<file path="src/rtl/x_ram_noread_if.sv">
// Control and edge-position bundle between the pipe scroller and its
// consumers (VGA renderer, collision checker, Y-height ROM).
interface x_ram_noread_if;
  logic       Start;
  logic       Stop;
  logic       Ack;
  logic [2:0] out_pipe;
  logic [3:0] Score;
  logic [9:0] X_Edge_OO_L, X_Edge_O1_L, X_Edge_O2_L, X_Edge_O3_L, X_Edge_O4_L;
  logic [9:0] X_Edge_OO_R, X_Edge_O1_R, X_Edge_O2_R, X_Edge_O3_R, X_Edge_O4_R;
  logic       Q_Initial, Q_Count, Q_Stop;

  modport master (
    output Start, Stop, Ack,
    input  out_pipe, Score,
    input  X_Edge_OO_L, X_Edge_O1_L, X_Edge_O2_L, X_Edge_O3_L, X_Edge_O4_L,
    input  X_Edge_OO_R, X_Edge_O1_R, X_Edge_O2_R, X_Edge_O3_R, X_Edge_O4_R,
    input  Q_Initial, Q_Count, Q_Stop
  );

  modport slave (
    input  Start, Stop, Ack,
    output out_pipe, Score,
    output X_Edge_OO_L, X_Edge_O1_L, X_Edge_O2_L, X_Edge_O3_L, X_Edge_O4_L,
    output X_Edge_OO_R, X_Edge_O1_R, X_Edge_O2_R, X_Edge_O3_R, X_Edge_O4_R,
    output Q_Initial, Q_Count, Q_Stop
  );
endinterface

</file>
<file path="src/rtl/x_ram_noread.sv">
// Flappy pipe scroller: five pipe X positions moving left, leftmost recycled to
// the right end with a score count. XRAM_SCORE_SAT_EN makes Score saturate at 9.
module x_ram_noread #(
  parameter int unsigned START_X = 320,
  parameter int unsigned SPACING = 160,
  parameter int unsigned PIPE_W  = 40,
  parameter int unsigned STEP    = 1
) (
  input  logic           clk,
  input  logic           reset,
  x_ram_noread_if.slave  bus
);

  localparam int unsigned XW    = 10;
  localparam int unsigned NSLOT = 5;
  localparam int unsigned SW    = 4;
  localparam int unsigned PW    = 3;
  localparam logic [SW-1:0] SCORE_MAX = SW'(9);

  // One-hot encoding so the state bits are the Q_* indicators directly
  typedef enum logic [2:0] {
    S_INITIAL = 3'b001,
    S_COUNT   = 3'b010,
    S_STOP    = 3'b100
  } state_t;

  state_t          state, state_nxt;
  logic [XW-1:0]   x_l [NSLOT];
  logic [SW-1:0]   score;
  logic [SW-1:0]   score_inc;
  logic [PW-1:0]   pipe;
  logic            do_reload, do_move, do_shift;

  // State register
  always_ff @(posedge clk or posedge reset) begin
    if (reset) state <= S_INITIAL;
    else       state <= state_nxt;
  end

  // Next-state logic; each state listens to exactly one input
  always_comb begin
    state_nxt = state;
    unique case (state)
      S_INITIAL: if (bus.Start) state_nxt = S_COUNT;
      S_COUNT:   if (bus.Stop)  state_nxt = S_STOP;
      S_STOP:    if (bus.Ack)   state_nxt = S_INITIAL;
      default:                  state_nxt = S_INITIAL;
    endcase
  end

  // Output / datapath-control decode
  always_comb begin
    bus.Q_Initial = state[0];
    bus.Q_Count   = state[1];
    bus.Q_Stop    = state[2];
    do_reload     = 1'b0;
    do_move       = 1'b0;
    do_shift      = 1'b0;
    unique case (state)
      S_INITIAL: do_reload = 1'b1;
      S_COUNT: begin
        if (!bus.Stop) begin
          if (x_l[0] >= XW'(STEP)) do_move  = 1'b1;
          else                     do_shift = 1'b1;
        end
      end
      default: ;
    endcase
  end

`ifdef XRAM_SCORE_SAT_EN
  assign score_inc = (score == SCORE_MAX) ? SCORE_MAX : score + SW'(1);
`else
  assign score_inc = (score == SCORE_MAX) ? SW'(0) : score + SW'(1);
`endif

  // Pipe positions, score and pattern index
  always_ff @(posedge clk or posedge reset) begin
    if (reset) begin
      for (int unsigned k = 0; k < NSLOT; k++)
        x_l[k] <= XW'(START_X + k * SPACING);
      score <= '0;
      pipe  <= '0;
    end else if (do_reload) begin
      for (int unsigned k = 0; k < NSLOT; k++)
        x_l[k] <= XW'(START_X + k * SPACING);
      score <= '0;
      pipe  <= '0;
    end else if (do_shift) begin
      for (int unsigned k = 0; k < NSLOT - 1; k++)
        x_l[k] <= x_l[k+1] - XW'(STEP);
      x_l[NSLOT-1] <= x_l[NSLOT-1] - XW'(STEP) + XW'(SPACING);
      score <= score_inc;
      pipe  <= pipe + PW'(1);
    end else if (do_move) begin
      for (int unsigned k = 0; k < NSLOT; k++)
        x_l[k] <= x_l[k] - XW'(STEP);
    end
  end

  assign bus.Score    = score;
  assign bus.out_pipe = pipe;

  assign bus.X_Edge_OO_L = x_l[0];
  assign bus.X_Edge_O1_L = x_l[1];
  assign bus.X_Edge_O2_L = x_l[2];
  assign bus.X_Edge_O3_L = x_l[3];
  assign bus.X_Edge_O4_L = x_l[4];

  // Right edges cannot overflow 10 bits under legal parameters
  assign bus.X_Edge_OO_R = x_l[0] + XW'(PIPE_W);
  assign bus.X_Edge_O1_R = x_l[1] + XW'(PIPE_W);
  assign bus.X_Edge_O2_R = x_l[2] + XW'(PIPE_W);
  assign bus.X_Edge_O3_R = x_l[3] + XW'(PIPE_W);
  assign bus.X_Edge_O4_R = x_l[4] + XW'(PIPE_W);

endmodule

</file>
<file path="src/flat_wrapper.sv">
// flat-port wrapper written by rule: the top's interface ports become plain ports
module x_ram_noread_flat 
#(
  parameter int unsigned START_X = 320,
  parameter int unsigned SPACING = 160,
  parameter int unsigned PIPE_W  = 40,
  parameter int unsigned STEP    = 1
)
  (clk, reset, bus_Start, bus_Stop, bus_Ack, bus_out_pipe, bus_Score, bus_X_Edge_OO_L, bus_X_Edge_O1_L, bus_X_Edge_O2_L, bus_X_Edge_O3_L, bus_X_Edge_O4_L, bus_X_Edge_OO_R, bus_X_Edge_O1_R, bus_X_Edge_O2_R, bus_X_Edge_O3_R, bus_X_Edge_O4_R, bus_Q_Initial, bus_Q_Count, bus_Q_Stop);
  x_ram_noread_if bus_i ();
  input  logic clk;
  input  logic reset;
  input wire logic [$bits(bus_i.Start)-1:0] bus_Start;
  input wire logic [$bits(bus_i.Stop)-1:0] bus_Stop;
  input wire logic [$bits(bus_i.Ack)-1:0] bus_Ack;
  output wire logic [$bits(bus_i.out_pipe)-1:0] bus_out_pipe;
  output wire logic [$bits(bus_i.Score)-1:0] bus_Score;
  output wire logic [$bits(bus_i.X_Edge_OO_L)-1:0] bus_X_Edge_OO_L;
  output wire logic [$bits(bus_i.X_Edge_O1_L)-1:0] bus_X_Edge_O1_L;
  output wire logic [$bits(bus_i.X_Edge_O2_L)-1:0] bus_X_Edge_O2_L;
  output wire logic [$bits(bus_i.X_Edge_O3_L)-1:0] bus_X_Edge_O3_L;
  output wire logic [$bits(bus_i.X_Edge_O4_L)-1:0] bus_X_Edge_O4_L;
  output wire logic [$bits(bus_i.X_Edge_OO_R)-1:0] bus_X_Edge_OO_R;
  output wire logic [$bits(bus_i.X_Edge_O1_R)-1:0] bus_X_Edge_O1_R;
  output wire logic [$bits(bus_i.X_Edge_O2_R)-1:0] bus_X_Edge_O2_R;
  output wire logic [$bits(bus_i.X_Edge_O3_R)-1:0] bus_X_Edge_O3_R;
  output wire logic [$bits(bus_i.X_Edge_O4_R)-1:0] bus_X_Edge_O4_R;
  output wire logic [$bits(bus_i.Q_Initial)-1:0] bus_Q_Initial;
  output wire logic [$bits(bus_i.Q_Count)-1:0] bus_Q_Count;
  output wire logic [$bits(bus_i.Q_Stop)-1:0] bus_Q_Stop;
  assign bus_i.Start = bus_Start;
  assign bus_i.Stop = bus_Stop;
  assign bus_i.Ack = bus_Ack;
  assign bus_out_pipe = bus_i.out_pipe;
  assign bus_Score = bus_i.Score;
  assign bus_X_Edge_OO_L = bus_i.X_Edge_OO_L;
  assign bus_X_Edge_O1_L = bus_i.X_Edge_O1_L;
  assign bus_X_Edge_O2_L = bus_i.X_Edge_O2_L;
  assign bus_X_Edge_O3_L = bus_i.X_Edge_O3_L;
  assign bus_X_Edge_O4_L = bus_i.X_Edge_O4_L;
  assign bus_X_Edge_OO_R = bus_i.X_Edge_OO_R;
  assign bus_X_Edge_O1_R = bus_i.X_Edge_O1_R;
  assign bus_X_Edge_O2_R = bus_i.X_Edge_O2_R;
  assign bus_X_Edge_O3_R = bus_i.X_Edge_O3_R;
  assign bus_X_Edge_O4_R = bus_i.X_Edge_O4_R;
  assign bus_Q_Initial = bus_i.Q_Initial;
  assign bus_Q_Count = bus_i.Q_Count;
  assign bus_Q_Stop = bus_i.Q_Stop;
  x_ram_noread #(.START_X(START_X), .SPACING(SPACING), .PIPE_W(PIPE_W), .STEP(STEP)) u_core (.clk(clk), .reset(reset), .bus(bus_i));
endmodule
</file>
<file path="config.mk">
export PLATFORM = sky130hd
export DESIGN_NAME = x_ram_noread_flat
export DESIGN_NICKNAME = d
export VERILOG_FILES = /design/src/rtl/x_ram_noread_if.sv /design/src/rtl/x_ram_noread.sv /design/src/flat_wrapper.sv
export SDC_FILE = /design/constraint.sdc
export NUM_CORES = 1
export LEC_CHECK = 0
export ABC_AREA = 0
export CAP_MARGIN = 20
export CORE_UTILIZATION = 32
export CTS_BUF_LIST = sky130_fd_sc_hd__clkbuf_4 sky130_fd_sc_hd__clkbuf_8
export CTS_CLUSTER_SIZE = 30
export DETAILED_ROUTE_END_ITERATION = 10
export SYNTH_ARGS = -nofsm -noshare
export SYNTH_HDL_FRONTEND = slang
export SYNTH_SLANG_ARGS = --single-unit
</file>
<file path="constraint.sdc">
create_clock -name clk -period 2.6 [get_ports clk]
set_input_delay 0.26 -clock clk [delete_from_list [all_inputs] [get_ports clk]]
set_output_delay 0.26 -clock clk [all_outputs]
set_load 0.01 [all_outputs]
</file>
Yosys cells after proc, flatten, opt, wreduce, memory -nomap -nowiden. Cells that the tools add are included.

Input port bits: 5. Output and inout bits: 110. Register bits: 60.

Eq/ne operators: 7. $lt $le $gt $ge: 1. Reductions and logical operators: 3. Add/subtract/negate cells: 13. Multiplexer cells: 19.

Operators with widths (count): 2-to-1 mux 50 bit (3); adder 10 x 6 -> 10 bit, second input constant (5); subtractor 10 x 1 -> 10 bit, second input constant (5); 2-to-1 mux 3 bit (5); 2-to-1 mux 4 bit (3); adder 10 x 8 -> 10 bit, second input constant (1); greater-or-equal comparator 10 x 1 -> 1 bit, second input constant (1); case mux 3 bit (3 select lines) (1); 2-to-1 mux 1 bit (7); != test 2 bit, second input constant (3); adder 4 x 1 -> 4 bit, second input constant (1); equality test 4 bit, second input constant (1); adder 3 x 1 -> 3 bit, second input constant (1); equality test 3 x 1 -> 1 bit, second input constant (1); equality test 3 x 2 -> 1 bit, second input constant (1); equality test 3 bit, second input constant (1); AND reduction 3 bit (1); nonzero test 3 bit (1); nonzero test 2 bit (1).

Logic depth before layout (Yosys ltp). Gate-level depths: netlist of the first run.

Depth in word-level cells: 7. Mapped depth: 11.

Least setup slack after synthesis of the first run. Ideal clock, no wire load.

Path type: register -> register. Start point: register u_core.x_l (netlist bit u_core.bus.X_Edge_OO_L[0]). End point: register u_core.x_l (netlist bit u_core.bus.X_Edge_O1_L[2]). Clock period less this slack: 2.544 ns. Path buffers: 3. Required time: 2.469 ns. Arrival: 2.413 ns. Setup slack: 0.056 ns. Stages on the path, launching flop included: 12. Library setup time: 0.131 ns. Cells stage by stage: dfrtp_1 -> inv_1 -> ha_1 -> or4b_1 -> clkbuf_1 -> or4_4 -> buf_6 -> nand2_4 -> buf_6 -> o21ai_1 -> a21oi_1 -> o21ai_1.

Word-level cells in the longest chain between the ends: 6. Elaborated cells between the ends (all ways): 10.

Ends and longest elaborated chain: start: declaration (RTL line x_ram_noread.sv:28) `logic [XW-1:0] x_l [NSLOT];`; start signal: indexed assignment (RTL line x_ram_noread.sv:81) `x_l[k] <= XW'(START_X + k * SPACING);`; start signal: indexed assignment (RTL line x_ram_noread.sv:86) `x_l[k] <= XW'(START_X + k * SPACING);`; start signal: indexed assignment (RTL line x_ram_noread.sv:91) `x_l[k] <= x_l[k+1] - XW'(STEP);`; greater-or-equal comparator 10 x 1 -> 1 bit * (RTL line x_ram_noread.sv:63) `if (x_l[0] >= XW'(STEP)) do_move = 1'b1;`; 2-to-1 mux 1 bit (RTL line x_ram_noread.sv:63); 2-to-1 mux 1 bit (RTL line x_ram_noread.sv:62) `if (!bus.Stop) begin`; 2-to-1 mux 1 bit (RTL line x_ram_noread.sv:59) `unique case (state)`; 2-to-1 mux 50 bit (RTL line x_ram_noread.sv:89) `end else if (do_shift) begin`; 2-to-1 mux 50 bit (RTL line x_ram_noread.sv:84) `end else if (do_reload) begin`.

Every way passes the cells marked *; elsewhere a longest branch is shown, timed or not. A chain may end at the register's enable or synchronous reset.

Worst setup path in the final report of the first run.
Start point: register u_core.x_l (netlist bit u_core.bus.X_Edge_OO_L[1]). End point: register u_core.x_l (netlist bit u_core.bus.X_Edge_OO_L[8]).

Word-level cells in the longest chain between the ends: 6. Elaborated cells between the ends (all ways): 12.

Ends and longest elaborated chain (RTL line): greater-or-equal comparator 10 x 1 -> 1 bit (x_ram_noread.sv:63); 2-to-1 mux 1 bit (x_ram_noread.sv:63); 2-to-1 mux 1 bit (x_ram_noread.sv:62); 2-to-1 mux 1 bit (x_ram_noread.sv:59); 2-to-1 mux 50 bit (x_ram_noread.sv:89); 2-to-1 mux 50 bit (x_ram_noread.sv:84).

Parallel ways exist; a longest one is shown, timed or not. The select of a mux whose other input is x is not followed.

==> qor.txt, run 1 <==
Vias per Instance = 5.22
Post-synth top cells = 44 x dfrtp_1, 44 x o21ai_0, 43 x nor2_1, 41 x xnor2_1, 36 x a21oi_1
Prevailing post-synth register cell = dfrtp_1
Required time worst endpoint = 2.88 ns
Clock Power Share = 10.3%
Setup-failing EPs final = 0
Hold Vio Cnt, Final = 0
Area contributors post-synth = dfrtp_1 25%, dfstp_2 9.6%, xnor2_1 8.2%
Post-placement cell area = 0.00587 mm2
Largest net degree at the start of global routing = 61
Overall Power = 8.10 mW
Post-synthesis register bit count = 60
Max Transition Viols Final = 0
RSZ-0062 raised after global routing = false
Tmin final = 2.53 ns
Sequential power share = 20.9%
Wire length of the first global-routing pass = 22100 um
Grt ovf = 0
CTS clk-pin slew, worst paths = 0.07 ns
I/O Buffers = 114
Distinct cells, synth = 63
Synth-to-layout area growth = 38.6%
Cts bufs inserted = 9
Power share of the combinational group = 68.8%
Die Span Y = 119 um
Non-Filler Instances = 822
CP Launch Type = flop
Slew margin rel. = 47.1%
Avg Cell Area, Syn = 8.52 um2
Die Footprint = 0.0142 mm2
Area share of the largest cell type after synthesis = 25.1%
Clk Tree Root Cell = clkbuf_8
Post-route DRC = 0
Num rows = 42
Syn Std Cell Area = 0.00439 mm2
Finished Cell Area = 0.00608 mm2
Sw Share = 45.2%
Initial Util = 33.0%
EDFF count, synth = 0
Gr usage total = 19.8%
Setup TNS = 0 ns
Ys async rst share = 100%
Psw = 3.66 mW
Yosys Warn Count = 0
Fin worst setup slack = 0.0738 ns
Power Internal = 4.44 mW
Hold WS = 0.263 ns
Proportion of layout cells with a drive suffix above 1 = 15.8%
Worst Path Arrival = 2.80 ns
Worst setup EP type = flop
Clk_lat worst skew = 0.36 ns
Top cell type by total area after synthesis = dfrtp_1
Final Cycle Share = 97.2%
PwrDens = 1330 mW/mm2
CTS Buffer Depth = 2
Die X = 119 um
Post-CTS Setup Inserts = 0
DRT Pass-1 Iters = 4
Fmax = 0.396 GHz
Routed wire length = 13600 um
Initial antenna violation count = 0
H-Tree Depth = 3
Outcome = finished, final reports clean
Fin nets = 668
Vias in the first global route = 4168
Post-Place Setup Slack = -0.0404 ns
Core Region = 0.0133 mm2
Max cap viols = 0
Per-cell routed wire length = 16.6 um
Via count = 4287
RePlAce Congestion = 0.870
Ports = 115
Layout Skew = 0.0163 ns
Post-Syn Instances = 515
Drt first-iter violations = 237
Final ANT Viol Nets = 0
Worst-path maximum fanout = 9
CTS tree = built
Sink Count = 60
Worst Tran Pin Value = 0.792 ns
# diodes = 0
Final core utilization = 45.8%
Post-Syn Nets = 542
Placed cells = 806
Peak supply drop = 758 uV
Crit path kind = reg -> reg
Leakage power = 2.52 nW
DPL Wire Length = 9950 um
Hold Crit Class = in -> async
Part of the Yosys area used for sequential elements = 34.7%
-- power groups by stage --
| stage | combinational, mW | sequential, mW | clock (mW) |
|---|---|---|---|
| final | 5.57 | 1.69 | 0.835 |
| after global routing | 6.08 | 1.75 | 0.873 |
| after CTS | 5.54 | 1.69 | 0.827 |
| after detailed placement | 5.50 | 1.70 | 0 |
| after global placement | 5.47 | 1.69 | 0 |
| after floorplan | 3.04 | 1.71 | 0 |
-- critical path: stages (launching register included) --
cell     delay, ns
dfrtp_1       0.38
inv_1         0.08
ha_1          0.17
or4b_4        0.52
or4_4         0.58
buf_4         0.20
nand2_2       0.16
or4_1         0.14
o21ai_1       0.06
a21oi_1       0.17
-- cells by family after synthesis --
kind of cell    after synthesis  share of synthesized area [%]
flops                        60                           34.7
mux                           1                          0.228
xor+xnor                     59                           11.8
fa+ha+maj                    22                           6.27
buf+inv                      76                           8.89
compound gates              146                           20.0
simple gates                151                           18.2
-- path summary, 6_finish.rpt --
check / from / endpoint / slack [ns] / cells after the start
max: u_core.bus.X_Edge_OO_L[1]$_DFFE_PP0P_ / u_core.bus.X_Edge_OO_L[8]$_DFFE_PP1P_ / 0.07 / 9
min: reset / u_core.bus.X_Edge_OO_L[5]$_DFFE_PP0P_ / 0.26 / 3
max reg2reg: u_core.bus.X_Edge_OO_L[1]$_DFFE_PP0P_ / u_core.bus.X_Edge_OO_L[8]$_DFFE_PP1P_ / 0.07 / 9
min reg2reg: u_core.bus.X_Edge_O3_L[9]$_DFFE_PP1P_ / u_core.bus.X_Edge_O3_L[9]$_DFFE_PP1P_ / 0.51 / 2
max in group asynchronous: reset / u_core.bus.X_Edge_O4_L[8]$_DFFE_PP1P_ / 1.95 / 3
min in group clk: bus_Start / u_core.state[1]$_DFFE_PP0P_ / 0.50 / 3
-- final cells by class --
| cell class | instances | area (um2) |
|---|---|---|
| Clock inverter | 2 | 10.0 |
| Inverter | 28 | 105 |
| Fill cell | 1320 | 7210 |
| Sequential cell | 60 | 1520 |
| Multi-Input combinational cell | 379 | 2500 |
| Tap cell | 176 | 220 |
| Timing Repair Buffer | 163 | 1550 |
| Clock buffer | 14 | 180 |
-- placed cells by master, fill, tap and decap left out, types with 3 or more instances in the layout --
master / instances
clkbuf_8: 12
ha_1: 22
a21oi_1: 36
or3_1: 6
nor3_1: 22
nor3b_1: 5
o22ai_1: 10
nand2_1: 31
o31ai_1: 4
buf_4: 45
nor2_1: 43
o2111ai_1: 5
nand3b_1: 3
nand2b_1: 7
o21ai_0: 43
clkdlybuf4s50_1: 114
dfstp_2: 16
buf_12: 3
o21ai_1: 15
nand3_1: 9
a21o_1: 4
xor2_1: 18
dfrtp_1: 44
inv_1: 27
a22oi_1: 9
xnor2_1: 41
-- metal layers --
| metal | vias up | share of wire [%] | GRT usage, % |
|---|---|---|---|
| met3 | 15 | 5.4 | 3.26 |
| met2 | 142 | 47 | 32.5 |
| met4 | 0 | 1.3 | 5.62 |
| met1 | 2080 | 46 | 26.6 |
| met5 | - | 0 | 0 |
| li1 | 2050 | - | - |
-- registers in the layout (all words and copies together) (netlist names) --
| register | cells |
|---|---|
| u_core.bus.X_Edge_O1_L | 10 |
| u_core.bus.X_Edge_O4_L | 10 |
| u_core.bus.X_Edge_O2_L | 10 |
| u_core.bus.out_pipe | 3 |
| u_core.bus.X_Edge_OO_L | 10 |
| u_core.bus.Score | 4 |
| u_core.state | 3 |
| u_core.bus.X_Edge_O3_L | 10 |
-- what timing repair did --
item	in CTS	in global routing
hold buffers	0	0
gates resized for setup	0	6
setup endpoints to repair	0	24
No activity file was read; power rests on OpenSTA's default activity.
==> run 2, diff against run 1 <==
- CORE_MARGIN: not set -> 2
==> qor.txt, run 2 (synthesis results as in run 1) <==
Grt ovf = 0 (unchanged)
Final core utilization = 45.9% (+0.13 points)
Fmax = 0.405 GHz (+2.3%)
Outcome = finished, final reports clean
Worst-case reg-to-reg path depth = 9 (unchanged)
Finished Cell Area = 0.00610 mm2 (+0.29%)
Required time worst endpoint = 2.90 ns (+0.02 ns)
# diodes = 0 (unchanged)
Largest net degree at the start of global routing = 27 (-56%)
Drt first-iter violations = 277 (+17%)
Post-placement cell area = 0.00586 mm2 (-0.26%)
Worst R2R Setup Slack = 0.13 ns (+0.06 ns)
# fillers = 1245 (-5.7%)
Setup-failing EPs final = 0 (unchanged)
PwrDens = 1340 mW/mm2 (+0.64%)
DRT Pass-1 Iters = 5 (+1)
Hold Crit Class = in -> async
Initial antenna violation count = 0 (unchanged)
Capturing point of the worst reg2reg path = u_core.bus.X_Edge_OO_L[8]$_DFFE_PP1P_
Slew margin rel. = 50.8% (+3.7 points)
CTS Buffer Depth = 2 (unchanged)
H-Tree Depth = 3 (unchanged)
Hold WS = 0.252 ns (-0.0109 ns)
Initial Util = 33.0% (unchanged)
Vias per Instance = 5.22 (about the same)
Startpoint of the worst-slack reg-to-reg timing path = u_core.bus.X_Edge_OO_L[1]$_DFFE_PP0P_
Clk Tree Root Cell = clkbuf_8
Seq. cell area = 0.00152 mm2 (unchanged)
Worst setup EP type = flop
Post-Place Setup Slack = -0.0369 ns (+0.00349 ns)
Die X = 121 um (+1.7%)
Cts bufs inserted = 9 (unchanged)
Proportion of layout cells with a drive suffix above 1 = 15.8% (+0.024 points)
Worst Path Arrival = 2.77 ns (-0.03 ns)
RePlAce Congestion = 0.863 (-0.79%)
Die Footprint = 0.0147 mm2 (+3.4%)
Synth-to-layout area growth = 39.0%
Clk_lat worst skew = 0.37 ns (about the same)
Final Cycle Share = 95.0% (-2.2 points)
Worst Tran Pin Value = 0.737 ns (-0.0549 ns)
Max Transition Viols Final = 0 (unchanged)
I/O Buffers = 114 (unchanged)
Tmin final = 2.47 ns (-0.0568 ns)
Post-route DRC = 0 (unchanged)
Worst-path maximum fanout = 9 (unchanged)
Via count = 4285 (-0.047%)
Vias in the first global route = 4311 (+3.4%)
CP Launch Type = flop
Gr usage total = 19.5% (-0.29 points)
Num rows = 42 (unchanged)
Leakage power = 2.53 nW (+0.51%)
Crit path kind = reg -> reg
Peak supply drop = 589 uV (-22%)
Fin worst setup slack = 0.131 ns (+0.0568 ns)
Ports = 115 (unchanged)
Core Region = 0.0133 mm2 (unchanged)
Hold Vio Cnt, Final = 0 (unchanged)
Routed wire length = 13700 um (+0.32%)
Layout Skew = 0.0104 ns (-0.00588 ns)
Per-cell routed wire length = 16.7 um (+0.44%)
Wire length of the first global-routing pass = 22500 um (+1.8%)
Sink Count = 60 (unchanged)
Most frequent cells in the layout = 114 x clkdlybuf4s50_1, 44 x buf_4, 44 x dfrtp_1, 43 x nor2_1, 43 x o21ai_0
DPL Wire Length = 10100 um (+1.8%)
Die Span Y = 121 um (+1.7%)
Setup TNS = 0 ns (unchanged)
CTS clk-pin slew, worst paths = 0.07 ns (about the same)
Hold buffers post-CTS = 0 (unchanged)
Leading cell type in the layout, fill and taps excluded = clkdlybuf4s50_1
Final ANT Viol Nets = 0 (unchanged)
Area of the multi-input gates = 0.00251 mm2 (+0.55%)
Fin nets = 667 (-0.15%)
CTS tree = built
Max cap viols = 0 (unchanged)
-- run 2: cell types whose count changed in the layout (fill, tap and decap cells not counted), sizes merged --
cell,before,now
clkbuf,14,11
clkinv,2,4
buf,49,48
bufinv,0,1
-- run 2: worst max-delay path, stage by stage (launching register included) --
cell and delay (ns):
dfrtp_1 0.38, inv_1 0.07, ha_1 0.17, or4b_4 0.53, or4_4 0.58, buf_4 0.21
nand2_4 0.12, or4_1 0.14, o21ai_1 0.06, a21oi_1 0.14
-- run 2: final cells by class --
type	instances	area share, %
inverters	28	1.72
clock inverters	5	0.820
flip-flops and latches	60	24.9
multi-input cells	379	41.2
well taps	176	3.61
clock buffers	11	2.48
repair buffers	162	25.3
-- run 2: how the worst max path moves through the flow --
stage / startpoint / end
finish: u_core.bus.X_Edge_OO_L[1]$_DFFE_PP0P_ / u_core.bus.X_Edge_OO_L[8]$_DFFE_PP1P_
global route: u_core.bus.X_Edge_OO_L[1]$_DFFE_PP0P_ / u_core.bus.X_Edge_O4_L[9]$_DFFE_PP1P_
CTS: u_core.bus.X_Edge_OO_L[1]$_DFFE_PP0P_ / u_core.bus.X_Edge_OO_L[2]$_DFFE_PP0P_
detailed placement: bus_Stop / u_core.bus.X_Edge_OO_L[2]$_DFFE_PP0P_
global placement: bus_Stop / u_core.bus.X_Edge_OO_L[2]$_DFFE_PP0P_
floorplan: u_core.bus.X_Edge_OO_L[0]$_DFFE_PP0P_ / u_core.bus.X_Edge_O1_L[2]$_DFFE_PP0P_
-- run 2: through the flow --
stage / total power [mW] / instances
after floorplan: 4.75 / 515
after global placement: 7.20 / 804
after detailed placement: 7.23 / 804
after CTS: 8.15 / 820
after global routing: 8.83 / 821
final: 8.18 / 821
-- run 2: power breakdown --
part / leakage [nW] / internal, mW / switching (mW)
Combinational: 1.65 / 2.75 / 2.85
Clock: 0.109 / 0.488 / 0.399
Sequential: 0.774 / 1.26 / 0.437
Total: 2.53 / 4.49 / 3.68
-- run 2: per-layer routing --
| layer | wire [um] | track usage (%) | vias up | part of all wire, % |
|---|---|---|---|---|
| li1 | - | - | 2050 | - |
| met1 | 6020 | 25.8 | 2064 | 44 |
| met2 | 6680 | 32.4 | 152 | 49 |
| met3 | 759 | 2.40 | 19 | 5.5 |
| met4 | 226 | 7.27 | 0 | 1.7 |
| met5 | 0 | 0 | - | 0 |
-- run 2: what timing repair did --
item,4_1_cts,5_1_grt
buffers inserted,0,1
endpoints found under the setup margin,0,30
resized for setup,0,8
